--- src/rtl/spi_ctrl_master.sv ---
// SPI initiator: frames WIDTH-bit MSB-first words under one chip select, all CPOL/CPHA modes.
// Latency: first SCLK edge H cycles after cs_n falls; tx_ready only in IDLE/WAIT, so words offered mid-word wait.
module spi_ctrl_master #(
  parameter int WIDTH     = 8,
  parameter int DIV_WIDTH = 8
) (
  input  logic                 clk,
  input  logic                 rstb,
  input  logic                 ena,
  input  logic [1:0]           spi_mode,
  input  logic [DIV_WIDTH-1:0] clk_div,
  input  logic                 tx_valid,
  input  logic [WIDTH-1:0]     tx_data,
  input  logic                 tx_last,
  output logic                 tx_ready,
  output logic                 rx_valid,
  output logic [WIDTH-1:0]     rx_data,
  output logic                 busy,
  output logic                 spi_cs_n,
  output logic                 spi_clk,
  output logic                 spi_mosi,
  input  logic                 spi_miso
);

  localparam int EW = $clog2(2*WIDTH+1);
  localparam logic [EW-1:0] LAST_EDGE = EW'(2*WIDTH);
  localparam logic [EW-1:0] FINAL_PRE = EW'(2*WIDTH-1);

  typedef enum logic [2:0] {IDLE, LEAD, SHIFT, WAIT, TRAIL} state_t;

  state_t               state_q, state_d;
  logic [DIV_WIDTH-1:0] cnt_q, cnt_d, div_q, div_d;
  logic [EW-1:0]        edge_q, edge_d;
  logic [WIDTH-1:0]     sh_q, sh_d, rx_data_q, rx_data_d;
  logic [1:0]           mode_q, mode_d;
  logic                 last_q, last_d;
  logic                 sclk_q, sclk_d;
  logic                 mosi_q, mosi_d;
  logic                 cs_n_q, cs_n_d;
  logic                 rx_valid_q, rx_valid_d;
  logic                 tick, do_edge, sample;

  always_comb begin
    state_d    = state_q;
    cnt_d      = cnt_q;
    div_d      = div_q;
    edge_d     = edge_q;
    sh_d       = sh_q;
    rx_data_d  = rx_data_q;
    mode_d     = mode_q;
    last_d     = last_q;
    sclk_d     = sclk_q;
    mosi_d     = mosi_q;
    cs_n_d     = cs_n_q;
    rx_valid_d = 1'b0;
    tx_ready   = 1'b0;
    do_edge    = 1'b0;
    sample     = 1'b0;
    tick       = (cnt_q == div_q);

    case (state_q)
      IDLE: begin
        tx_ready = 1'b1;
        sclk_d   = spi_mode[1];
        cnt_d    = '0;
        edge_d   = '0;
        if (tx_valid) begin
          mode_d  = spi_mode;
          div_d   = clk_div;
          sh_d    = tx_data;
          last_d  = tx_last;
          cs_n_d  = 1'b0;
          state_d = LEAD;
          if (!spi_mode[0]) mosi_d = tx_data[WIDTH-1];
        end
      end
      LEAD: begin
        cnt_d   = tick ? '0 : cnt_q + 1'b1;
        do_edge = tick;
        if (tick) state_d = SHIFT;
      end
      SHIFT: begin
        cnt_d = tick ? '0 : cnt_q + 1'b1;
        // After the last edge, one more half-period elapses before leaving SHIFT.
        if (edge_q == LAST_EDGE) begin
          if (cnt_q == '0) begin
            rx_valid_d = 1'b1;
            rx_data_d  = sh_q;
          end
          if (tick) begin
            edge_d  = '0;
            state_d = last_q ? TRAIL : WAIT;
          end
        end else begin
          do_edge = tick;
        end
      end
      WAIT: begin
        tx_ready = 1'b1;
        cnt_d    = '0;
        if (tx_valid) begin
          sh_d    = tx_data;
          last_d  = tx_last;
          state_d = LEAD;
          if (!mode_q[0]) mosi_d = tx_data[WIDTH-1];
        end
      end
      TRAIL: begin
        cnt_d = tick ? '0 : cnt_q + 1'b1;
        if (tick) begin
          if (!cs_n_q) cs_n_d = 1'b1;
          else         state_d = IDLE;
        end
      end
      default: state_d = IDLE;
    endcase

    // Odd edges (edge_q even) are leading; sampling happens on leading edges for CPHA=0, trailing for CPHA=1.
    if (do_edge) begin
      sclk_d = ~sclk_q;
      edge_d = edge_q + 1'b1;
      sample = ~edge_q[0] ^ mode_q[0];
      if (sample)                   sh_d   = {sh_q[WIDTH-2:0], spi_miso};
      else if (edge_q != FINAL_PRE) mosi_d = sh_q[WIDTH-1];
    end
  end

  always_ff @(posedge clk or negedge rstb) begin
    if (!rstb) begin
      state_q    <= IDLE;
      cnt_q      <= '0;
      div_q      <= '0;
      edge_q     <= '0;
      sh_q       <= '0;
      rx_data_q  <= '0;
      mode_q     <= '0;
      last_q     <= 1'b0;
      sclk_q     <= 1'b0;
      mosi_q     <= 1'b0;
      cs_n_q     <= 1'b1;
      rx_valid_q <= 1'b0;
    end else if (ena) begin
      state_q    <= state_d;
      cnt_q      <= cnt_d;
      div_q      <= div_d;
      edge_q     <= edge_d;
      sh_q       <= sh_d;
      rx_data_q  <= rx_data_d;
      mode_q     <= mode_d;
      last_q     <= last_d;
      sclk_q     <= sclk_d;
      mosi_q     <= mosi_d;
      cs_n_q     <= cs_n_d;
      rx_valid_q <= rx_valid_d;
    end
  end

  assign busy     = (state_q != IDLE);
  assign rx_valid = rx_valid_q;
  assign rx_data  = rx_data_q;
  assign spi_cs_n = cs_n_q;
  assign spi_clk  = sclk_q;
  assign spi_mosi = mosi_q;

endmodule

--- config.mk ---
export PLATFORM = sky130hd
export DESIGN_NAME = spi_ctrl_master
export DESIGN_NICKNAME = d
export VERILOG_FILES = /design/src/rtl/spi_ctrl_master.sv
export SDC_FILE = /design/constraint.sdc
export NUM_CORES = 1
export LEC_CHECK = 0
export BUFFER_PORTS_ARGS = -buffer_cell sky130_fd_sc_hd__buf_2
export CELL_PAD_IN_SITES_DETAIL_PLACEMENT = 1
export CELL_PAD_IN_SITES_GLOBAL_PLACEMENT = 2
export CORE_MARGIN = 2
export CORE_UTILIZATION = 41
export CTS_BUF_LIST = sky130_fd_sc_hd__clkbuf_4
export DETAILED_ROUTE_END_ITERATION = 8
export PLACE_DENSITY_LB_ADDON = 0.1
export SLEW_MARGIN = 10
export SYNTH_ARGS = -nofsm -noshare
export SYNTH_HDL_FRONTEND = slang
export SYNTH_SLANG_ARGS = --single-unit
--- constraint.sdc ---
create_clock -name clk -period 4.7 [get_ports clk]
set_input_delay 0.235 -clock clk [delete_from_list [all_inputs] [get_ports clk]]
set_output_delay 0.235 -clock clk [all_outputs]
set_load 0.005 [all_outputs]
==> results of run 1 <==
==> worst max path at each step <==
stage | from | endpoint | slack (ns) | depth (start not counted)
after global placement | state_q[2] | state_q[2] | 2.41 | 5
final | state_q[2] | state_q[2] | 2.39 | 5
after floorplan | state_q[0] | state_q[2] | 2.76 | 6
after detailed placement | edge_q[0] | rx_data[6] | 2.42 | 6
after CTS | edge_q[0] | rx_data[6] | 2.37 | 6
after global routing | edge_q[0] | rx_data[0] | 2.24 | 6
==> state kept, by name (all words and copies together), names as in the netlist, 3 cells and up <==
register / flops
sh_q: 8
state_q: 3
edge_q: 5
cnt_q: 8
rx_data: 8
div_q: 8
==> routing by layer <==
layer	routed length, µm	vias to the layer above
met4	32	0
met2	2749	26
met3	161	2
li1	-	914
met1	2775	961
met5	0	-
==> power groups by stage <==
| stage | sequential [mW] | combinational (mW) | clock, mW |
|---|---|---|---|
| 3_3_place_gp | 0.698 | 0.548 | 0 |
| 2_1_floorplan | 0.635 | 0.446 | 0 |
| 6_report | 0.687 | 0.550 | 0.195 |
| 5_1_grt | 0.715 | 0.628 | 0.223 |
| 4_1_cts | 0.688 | 0.558 | 0.208 |
| 3_5_place_dp | 0.697 | 0.556 | 0 |
==> synth_stat cells (3+ instances only) <==
master                     number
sky130_fd_sc_hd__mux2_2        19
sky130_fd_sc_hd__inv_1         12
sky130_fd_sc_hd__o22ai_1        4
sky130_fd_sc_hd__xor2_1        14
sky130_fd_sc_hd__o221a_1        8
sky130_fd_sc_hd__and3_1         3
sky130_fd_sc_hd__ha_1           5
sky130_fd_sc_hd__nand3_1        6
sky130_fd_sc_hd__a21oi_1       14
sky130_fd_sc_hd__dfrtp_1       45
sky130_fd_sc_hd__buf_2          3
sky130_fd_sc_hd__nor2_1        12
sky130_fd_sc_hd__nand4_1        9
sky130_fd_sc_hd__nand2_1       11
sky130_fd_sc_hd__clkbuf_1       4
sky130_fd_sc_hd__nand2b_1      15
sky130_fd_sc_hd__o21ai_0        9
==> logic make-up (layout without fill, tap and decap cells) <==
group           after synthesis  count (layout)  synth area share (%)
flops                        46              46                 45.98
compound gates               51              51                 15.08
simple gates                 72              72                 18.27
fa+ha+maj                     5               5                 2.496
buf+inv                      22              57                 4.043
mux                          19              19                 8.537
xor+xnor                     16              16                 5.592
==> final cells by class <==
type | instances | area, µm²
fill | 664 | 3133
tap | 75 | 93.84
timing repair buffer | 37 | 185.2
sequential | 46 | 1152
clock buffer | 6 | 45.04
multi-input combinational | 163 | 1252
inverter | 12 | 45.04
clock inverter | 2 | 13.76
==> results.md, run 1 <==
* dpl cells: 333
* Remaining Overflow, GRT: 0
* final hold viol count: 0
* sort of element at the end of the critical path: flop
* DRC violation count after routing: 0
* outcome: complete, no violations
* cell chain of the critical path: or4b_2 -> o311ai_1 -> nor2_1 -> nand3_1 -> mux2_2
* Warnings, synthesis: 0
* cell class contributing the biggest share of worst-path delay: simple AND/OR/NAND/NOR gates
* Worst Tran Pin Value: 1.061 ns
* worst max-slew margin expressed relative to the limit: 29.24%
* post-DR wirelength/cell: 16.77 µm
* die outline area: 6754 µm²
* antenna cell count: 0
* most common cell after layout, fill and taps aside: sky130_fd_sc_hd__dfrtp_1
* internal power contribution: 0.8651 mW
* Overall Power: 1.431 mW
* final cell count without fillers: 341
* largest area contributor in the netlist: sky130_fd_sc_hd__dfrtp_1
* Post CTS Setup Buffer Count: 0
* cts repair resizes: 0
* Total Nets Final: 294
* period utilization: 49.16%
* share of synthesized flip-flops with an asynchronous set or reset: 100.0%
* post-route worst hold slack: 0.05767 ns
* setup slack at placement: 2.416 ns
* global placement routability congestion: 0.7702
* minimum clock period: 2.311 ns
* top-area cell type share of the netlist area: 44.93%
* total power per unit cell area: 513.5 nW/µm²
* clock buffer count from CTS: 5
* Bufs on Longest Clock Path: 2
* total negative setup slack: 0 ns
* all-layer global routing usage: 18.83%
* clock sinks: 46
* number of global-route vias before repair: 1,932
* Logic pwr share: 38.4%
* TritonCTS clock tree: yes
* total I/O pin count: 38
* Setup-failing EPs final: 0
* synth unique cells: 48
* maximum fanout encountered on the critical timing path: 22
* largest cells by area after synthesis: sky130_fd_sc_hd__dfrtp_1 45%, sky130_fd_sc_hd__mux2_2 8.5%, sky130_fd_sc_hd__xor2_1 4.9%
* count of nets left with antenna violations after detail routing: 0
* worst clock skew: 0.009983 ns
* sum of buffers and inverters on the critical path: 0
* summed instance area of the synthesized netlist: 2506 µm²
* most frequent cells in the layout: 45 x sky130_fd_sc_hd__dfrtp_1, 37 x sky130_fd_sc_hd__buf_2, 19 x sky130_fd_sc_hd__mux2_2
* global-route track usage on met3: 3.696%
* arrival time of the worst setup path: 2.57 ns
* setup repair after global routing missed its margin: false
* Post-Layout Inst Area: 2788 µm²
* slack of the worst reg-to-reg path: 2.39 ns
* count of routing violations after the opening detailed-route iteration: 84
* net switching power: 0.5663 mW
* vias after detailed routing: 1,903
* Final Util: 47.08%
* maximum vdd drop: 0.2047 mV
* max-slew violation count: 0
* first-pass GRT wire length: 9735 µm
* met2 Usage GRT: 30.89%
* Detailed Route WL: 5719 µm
* maximum number of pins on one net before global-route repair: 47
* Post-synth EDFFs: 0
* CP peak stage delay: 0.80 ns
* count of TritonRoute iterations in the first routing pass: 4
* met1 GRT Util: 25.62%
* Clock Latency Late Sink: 0.36 ns
* H-Tree Level Count: 2
* top achievable clock speed: 432.8 MHz
* port buffer count: 37
* clock edge transition at the registers on the reported setup and hold paths: 0.14 ns
* data required time of the worst path: 4.96 ns
* number of antenna violations at the first check in global routing: 0
* #FFs+latches synth: 46
* HP Class: primary input to asynchronous set/reset pin
* die height: 82.18 µm
* Cells after Synth: 231
* Reg-to-Reg Start: state_q[2]
* Via density: 5.581
* share of layout cells above drive strength 1: 29.70%
* Setup Crit Path Kind: flop to flop
* startpoint class of the critical path: flop
* slowest stage cell on the critical path: sky130_fd_sc_hd__dfrtp_1
* share of total power consumed by net switching: 39.56%
* final worst-path setup slack: 2.389 ns
* sequential cell area fraction in the yosys report: 45.98%
* Maximum Capacitance Violations: 0
* Post-Synthesis Net Count: 260
* cts-stage hold buffer count: 0
* clock tree root buffer cell: sky130_fd_sc_hd__clkbuf_4
* Static Leakage: 1.241 nW
* top_reg_cell synth: sky130_fd_sc_hd__dfrtp_1
* placeable core region: 5921 µm²
* Rows: 28
* placed inst area: 2729 µm²
* layer with the highest usage: met2
* average footprint of a synthesized cell: 10.85 µm²
* Seq pwr share: 48.0%
* Die Width: 82.18 µm
* endpoint of the worst register-to-register path: state_q[2]
* logic depth of the worst register-to-register path: 5
* part of the total power dissipated in the clock network: 13.6%
* Area growth syn-to-layout: 11.23%
* starting density of the core: 42.33%
* placed wire-length estimate: 4163 µm
(Power assumes the default switching activity.)
==> run 2, diff against run 1 <==
- CORE_UTILIZATION: 41 -> 38
- clock period: 4.7 -> 2.4 ns (I/O delays scaled with it)
==> run 2 against run 1 <==
- via count rose by 3.4%
- fmax rose by 7.6%
- first-iteration DRC count fell by 38%
- cell area rose by 7.4%
- highest routed layer unchanged
- critical path type unchanged
- critical endpoint is now div_q[4]
- clock-buffer cell count fell by 1
- sequential power rose by 94%
==> results.md, run 2 (synthesized netlist as in run 1, its figures left out) <==
* setup slack at placement: 0.2234 ns, -2.192 ns
* Remaining Overflow, GRT: 0, unchanged
* number of global-route vias before repair: 2,114, +9.4%
* worst clock skew: 0.008950 ns, -0.001033 ns
* Seq pwr share: 44.5%, -3.5 points
* maximum fanout encountered on the critical timing path: 13, -41%
* all-layer global routing usage: 18.76%, -0.067 points
* Post CTS Setup Buffer Count: 0, unchanged
* Overall Power: 2.984 mW, +110%
* top achievable clock speed: 465.8 MHz, +7.6%
* most common cell after layout, fill and taps aside: sky130_fd_sc_hd__dfrtp_1
* Maximum Capacitance Violations: 0, unchanged
* net switching power: 1.148 mW, +100%
* clock buffer count from CTS: 5, unchanged
* Area growth syn-to-layout: 19.42%
* internal power contribution: 1.836 mW, +110%
* H-Tree Level Count: 2, unchanged
* startpoint class of the critical path: flop
* number of antenna violations at the first check in global routing: 0, unchanged
* Via density: 5.421, -2.9%
* count of TritonRoute iterations in the first routing pass: 4, unchanged
* worst max-slew margin expressed relative to the limit: 63.10%, +34 points
* period utilization: 89.45%, +40 points
* slack of the worst reg-to-reg path: 0.25 ns, -2.14 ns
* share of layout cells above drive strength 1: 30.42%, +0.72 points
* die outline area: 7261 µm², +7.5%
* maximum vdd drop: 0.4257 mV, +110%
* total I/O pin count: 38, unchanged
* sum of buffers and inverters on the critical path: 0, unchanged
* Total Nets Final: 314, +6.8%
* share of total power consumed by net switching: 38.47%, -1.1 points
* post-DR wirelength/cell: 17.00 µm, +1.3%
* TritonCTS clock tree: yes
* most frequent cells in the layout: 45 x sky130_fd_sc_hd__dfrtp_1, 37 x sky130_fd_sc_hd__buf_2, 19 x sky130_fd_sc_hd__mux2_2
* die height: 85.21 µm, +3.7%
* port buffer count: 37, unchanged
* first-pass GRT wire length: 10,710 µm, +10%
* Detailed Route WL: 6170 µm, +7.9%
* destination of the worst hold path: spi_clk
* clock sinks: 46, unchanged
* Bufs on Longest Clock Path: 2, unchanged
* HP Class: primary input to flop
* total power per unit cell area: 997.0 nW/µm², +94%
* Rows: 29, +3.6%
* endpoint of the worst register-to-register path: div_q[4]
* placeable core region: 6350 µm², +7.2%
* final hold viol count: 0, unchanged
* vias after detailed routing: 1,968, +3.4%
* sort of element at the end of the critical path: flop
* antenna cell count: 0, unchanged
* worst hold path cell count: 3
* DRC violation count after routing: 0, unchanged
* Reg-to-Reg Start: state_q[0]
* final worst-path setup slack: 0.2532 ns, -2.136 ns
* clock tree root buffer cell: sky130_fd_sc_hd__clkbuf_4
* Die Width: 85.21 µm, +3.7%
* starting density of the core: 39.47%, -2.9 points
* global placement routability congestion: 0.7554, -1.9%
* logic depth of the worst register-to-register path: 4, -1
* setup repair after global routing missed its margin: false
* count of routing violations after the opening detailed-route iteration: 52, -38%
* cts repair resizes: 0, unchanged
* clock edge transition at the registers on the reported setup and hold paths: 0.15 ns, about the same
* slowest stage cell on the critical path: sky130_fd_sc_hd__dfrtp_1
* count of nets left with antenna violations after detail routing: 0, unchanged
* minimum clock period: 2.147 ns, -0.1639 ns
* data required time of the worst path: 2.68 ns, -2.28 ns
* Static Leakage: 1.341 nW, +8.1%
* part of the total power dissipated in the clock network: 16.9%, +3.3 points
* startpoint of the tightest hold check path: spi_mode[1]
* arrival time of the worst setup path: 2.42 ns, -0.15 ns
* cts-stage hold buffer count: 11, +11
* maximum number of pins on one net before global-route repair: 28, -40%
* max-slew violation count: 0, unchanged
* Worst Tran Pin Value: 0.5475 ns, -0.5138 ns
* Logic pwr share: 38.7%, +0.3 points
* cell class contributing the biggest share of worst-path delay: simple AND/OR/NAND/NOR gates
* Setup Crit Path Kind: flop to flop
* Setup-failing EPs final: 0, unchanged
* outcome: complete, no violations
* placed wire-length estimate: 4398 µm, +5.6%
* CP peak stage delay: 0.56 ns, -0.24 ns
* Clock Latency Late Sink: 0.37 ns, about the same
* total negative setup slack: 0 ns, unchanged
* cell chain of the critical path: or2_2 -> nor2_1 -> and3_1 -> mux2_2
[run 2: final cells by class]
type	count	area (µm²)
multi-input combinational	163	1252
fill	728	3357
sequential	46	1152
clock inverter	3	43.79
timing repair buffer	57	365.4
inverter	12	45.04
tap	77	96.34
clock buffer	5	37.54
[run 2: power groups by stage]
stage	Sequential, mW	Clock, mW	Combinational, mW
2_1_floorplan	1.24	0	0.873
3_3_place_gp	1.35	0	1.13
3_5_place_dp	1.35	0	1.15
4_1_cts	1.33	0.522	1.17
5_1_grt	1.38	0.555	1.30
6_report	1.33	0.503	1.15
[run 2: metrics by stage]
step,instance area [µm²],util (%),hold slack [ns],cells
global route,2993,47.13,0.05852,363
CTS,2983,46.98,0.0007423,362
floorplan,2506,-,-0.1756,231
detailed placement,2791,43.96,0.1074,343
global placement,2791,43.96,0.1008,343
finish,2993,47.13,0.04309,363
[run 2: worst max path at each step]
stage,start,endpoint,slack [ns],cells after the start
detailed placement,state_q[0],div_q[4],0.22,4
global placement,state_q[0],div_q[2],0.25,4
floorplan,state_q[0],state_q[2],0.46,6
finish,state_q[0],div_q[4],0.25,4
global route,state_q[0],div_q[3],0.07,4
CTS,state_q[0],div_q[4],0.21,4
[run 2: metal layers]
metal / routed length, µm / part of all wire [%] / up-vias / GRT usage, %
met5: 0 / 0 / - / 0
met4: 55 / 0.89 / 0 / 4.329
met3: 135 / 2.2 / 5 / 3.210
met2: 3039 / 49 / 23 / 31.18
met1: 2939 / 48 / 988 / 25.70
li1: - / - / 952 / -
[run 2: worst min-delay path, delay by kind of cell]
family / cells / cell delay, ns
AO/OA/AOI/OAI: 2 / 0.18
buffers and inverters: 1 / 0.09
==> run 3, diff against run 2 <==
- GPL_TIMING_DRIVEN: not set -> 0
==> run 3 against run 2 <==
- cell count up 0.55%
- die area unchanged
- setup slack worse by 0.078 ns
- clock-buffer cell count up 1
- largest cell class unchanged
- clock power down 21%
- combinational power up 4%
- routed wire length down 1.4%
==> results.md, run 3 (synthesized netlist as in run 1, its figures left out) <==
* number of global-route vias before repair: 2,141, +1.3%
* final hold viol count: 0, unchanged
* total negative setup slack: 0 ns, unchanged
* share of total power consumed by net switching: 39.89%, +1.4 points
* Filler cells: 740, +1.6%
* sort of element at the end of the critical path: flop
* setup repair after global routing missed its margin: false
* Overall Power: 2.886 mW, -3.3%
* startpoint class of the critical path: flop
* Setup Crit Path Kind: flop to flop
* maximum number of pins on one net before global-route repair: 47, +68%
* worst max-slew margin expressed relative to the limit: 30.27%, -33 points
* share of layout cells above drive strength 1: 29.51%, -0.91 points
* TritonCTS clock tree: yes
* all-layer global routing usage: 18.14%, -0.63 points
* maximum vdd drop: 0.4896 mV, +15%
* top achievable clock speed: 449.5 MHz, -3.5%
* part of the total power dissipated in the clock network: 13.7%, -3.2 points
* starting density of the core: 39.47%, unchanged
* placeable core region: 6350 µm², unchanged
* flip-flop and latch area: 1152 µm², unchanged
* outcome: complete, no violations
* die height: 85.21 µm, unchanged
* first-pass GRT wire length: 10,430 µm, -2.6%
* Worst Tran Pin Value: 1.046 ns, +0.4984 ns
* clock tree root buffer cell: sky130_fd_sc_hd__clkbuf_4
* global-route track usage on met3: 3.599%, +0.39 points
* total power per unit cell area: 970.1 nW/µm², -2.7%
* arrival time of the worst setup path: 2.46 ns, +0.04 ns
* Area growth syn-to-layout: 18.72%
* Via density: 5.419, about the same
* count of TritonRoute iterations in the first routing pass: 4, unchanged
* period utilization: 92.69%, +3.2 points
* H-Tree Level Count: 2, unchanged
* Bufs on Longest Clock Path: 2, unchanged
* count of nets left with antenna violations after detail routing: 0, unchanged
* Die Width: 85.21 µm, unchanged
* data required time of the worst path: 2.64 ns, -0.04 ns
* area used by multi-input combinational logic: 1264 µm², +0.90%
* Logic pwr share: 41.6%, +2.9 points
* dpl cells: 345, +0.58%
* clock buffer count from CTS: 5, unchanged
* Static Leakage: 1.325 nW, -1.3%
* Setup-failing EPs final: 0, unchanged
* total I/O pin count: 38, unchanged
* clock edge transition at the registers on the reported setup and hold paths: 0.14 ns, about the same
* met1 GRT Util: 23.43%, -2.3 points
* met2 Usage GRT: 30.97%, -0.21 points
* Rows: 29, unchanged
* count of routing violations after the opening detailed-route iteration: 50, -3.8%
* maximum fanout encountered on the critical timing path: 10, -3
* port buffer count: 37, unchanged
* post-DR wirelength/cell: 16.67 µm, -2.0%
* clock sinks: 46, unchanged
* most common cell after layout, fill and taps aside: sky130_fd_sc_hd__dfrtp_1
* Maximum Capacitance Violations: 0, unchanged
* Detailed Route WL: 6083 µm, -1.4%
* Seq pwr share: 44.6%, about the same
* final cell count without fillers: 365, +0.55%
* layer with the highest usage: met2
* placed wire-length estimate: 4382 µm, -0.36%
* Clock Latency Late Sink: 0.38 ns, about the same
* worst clock skew: 0.01554 ns, +0.006586 ns
* DRC violation count after routing: 0, unchanged
* number of antenna violations at the first check in global routing: 0, unchanged
* minimum clock period: 2.225 ns, +0.07787 ns
* most frequent cells in the layout: 45 x sky130_fd_sc_hd__dfrtp_1, 40 x sky130_fd_sc_hd__buf_2, 19 x sky130_fd_sc_hd__mux2_2
* global placement routability congestion: 0.7498, -0.74%
* Total Nets Final: 316, +0.64%
* net switching power: 1.151 mW, +0.31%
* vias after detailed routing: 1,978, +0.51%
* antenna cell count: 0, unchanged
* Remaining Overflow, GRT: 0, unchanged
* die outline area: 7261 µm², unchanged
* HP Class: primary input to flop
* max-slew violation count: 0, unchanged
* internal power contribution: 1.735 mW, -5.5%
==> run 3: final timing paths <==
kind | start | to | slack (ns) | cells past startpoint
setup / recovery | cnt_q[3] | cnt_q[6] | 0.18 | 5
hold / removal | spi_mode[1] | spi_clk | 0.03 | 3
setup reg to reg | cnt_q[3] | cnt_q[6] | 0.18 | 5
hold reg to reg | rx_data[7] | rx_data[7] | 0.52 | 1
max in group asynchronous | rstb | cnt_q[5] | 1.30 | 2
min in group asynchronous | rstb | cnt_q[7] | 0.47 | 2
==> run 3: repair_timing <==
action | in CTS | in global routing
pin swaps | 1 | 0
buffers inserted | 1 | 0
hold buffers | 11 | 0
resized for setup | 0 | 1
setup endpoints to repair | 8 | 1
endpoints found under the hold margin | 55 | 0
==> run 3: area by class of cell <==
type	count	share of cell area, %
Multi-Input combinational cell	163	42.47
Tap cell	77	3.238
Sequential cell	46	38.73
Timing Repair Buffer	49	10.18
Inverter	12	1.514
Buffer	10	1.892
Clock inverter	2	0.4626
Clock buffer	6	1.514
==> run 3: power by group through the flow <==
stage	Combinational (mW)	Clock, mW	Sequential [mW]
4_1_cts	1.21	0.411	1.29
2_1_floorplan	0.873	0	1.24
5_1_grt	1.34	0.439	1.34
3_3_place_gp	1.16	0	1.30
6_report	1.20	0.396	1.29
3_5_place_dp	1.19	0	1.31
==> run 3: routing by layer <==
| metal | up-vias | routed length [µm] |
|---|---|---|
| li1 | 950 | - |
| met1 | 1001 | 2860 |
| met2 | 21 | 2998 |
| met3 | 6 | 161 |
| met4 | 0 | 62 |
| met5 | - | 0 |
==> run 3: worst max-delay path, cell delays in order (launching register included) <==
cell                       delay (ns)
sky130_fd_sc_hd__dfrtp_1         0.47
sky130_fd_sc_hd__xor2_1          0.20
sky130_fd_sc_hd__nor4_4          0.61
sky130_fd_sc_hd__a21boi_0        0.19
sky130_fd_sc_hd__o22ai_1         0.48
sky130_fd_sc_hd__a21oi_1         0.15
==> run 3: per-stage QoR <==
step | setup WS, ns | cell area (µm²) | hold slack, ns | util [%]
final | 0.1754 | 2975 | 0.03371 | 46.86
after detailed placement | -0.003418 | 2788 | 0.3558 | 43.90
after global routing | 0.05135 | 2975 | 0.03203 | 46.86
after CTS | 0.1848 | 2964 | 0.02018 | 46.68
after global placement | -0.03071 | 2788 | 0.3529 | 43.90
after floorplan | 0.4574 | 2506 | -0.1756 | -
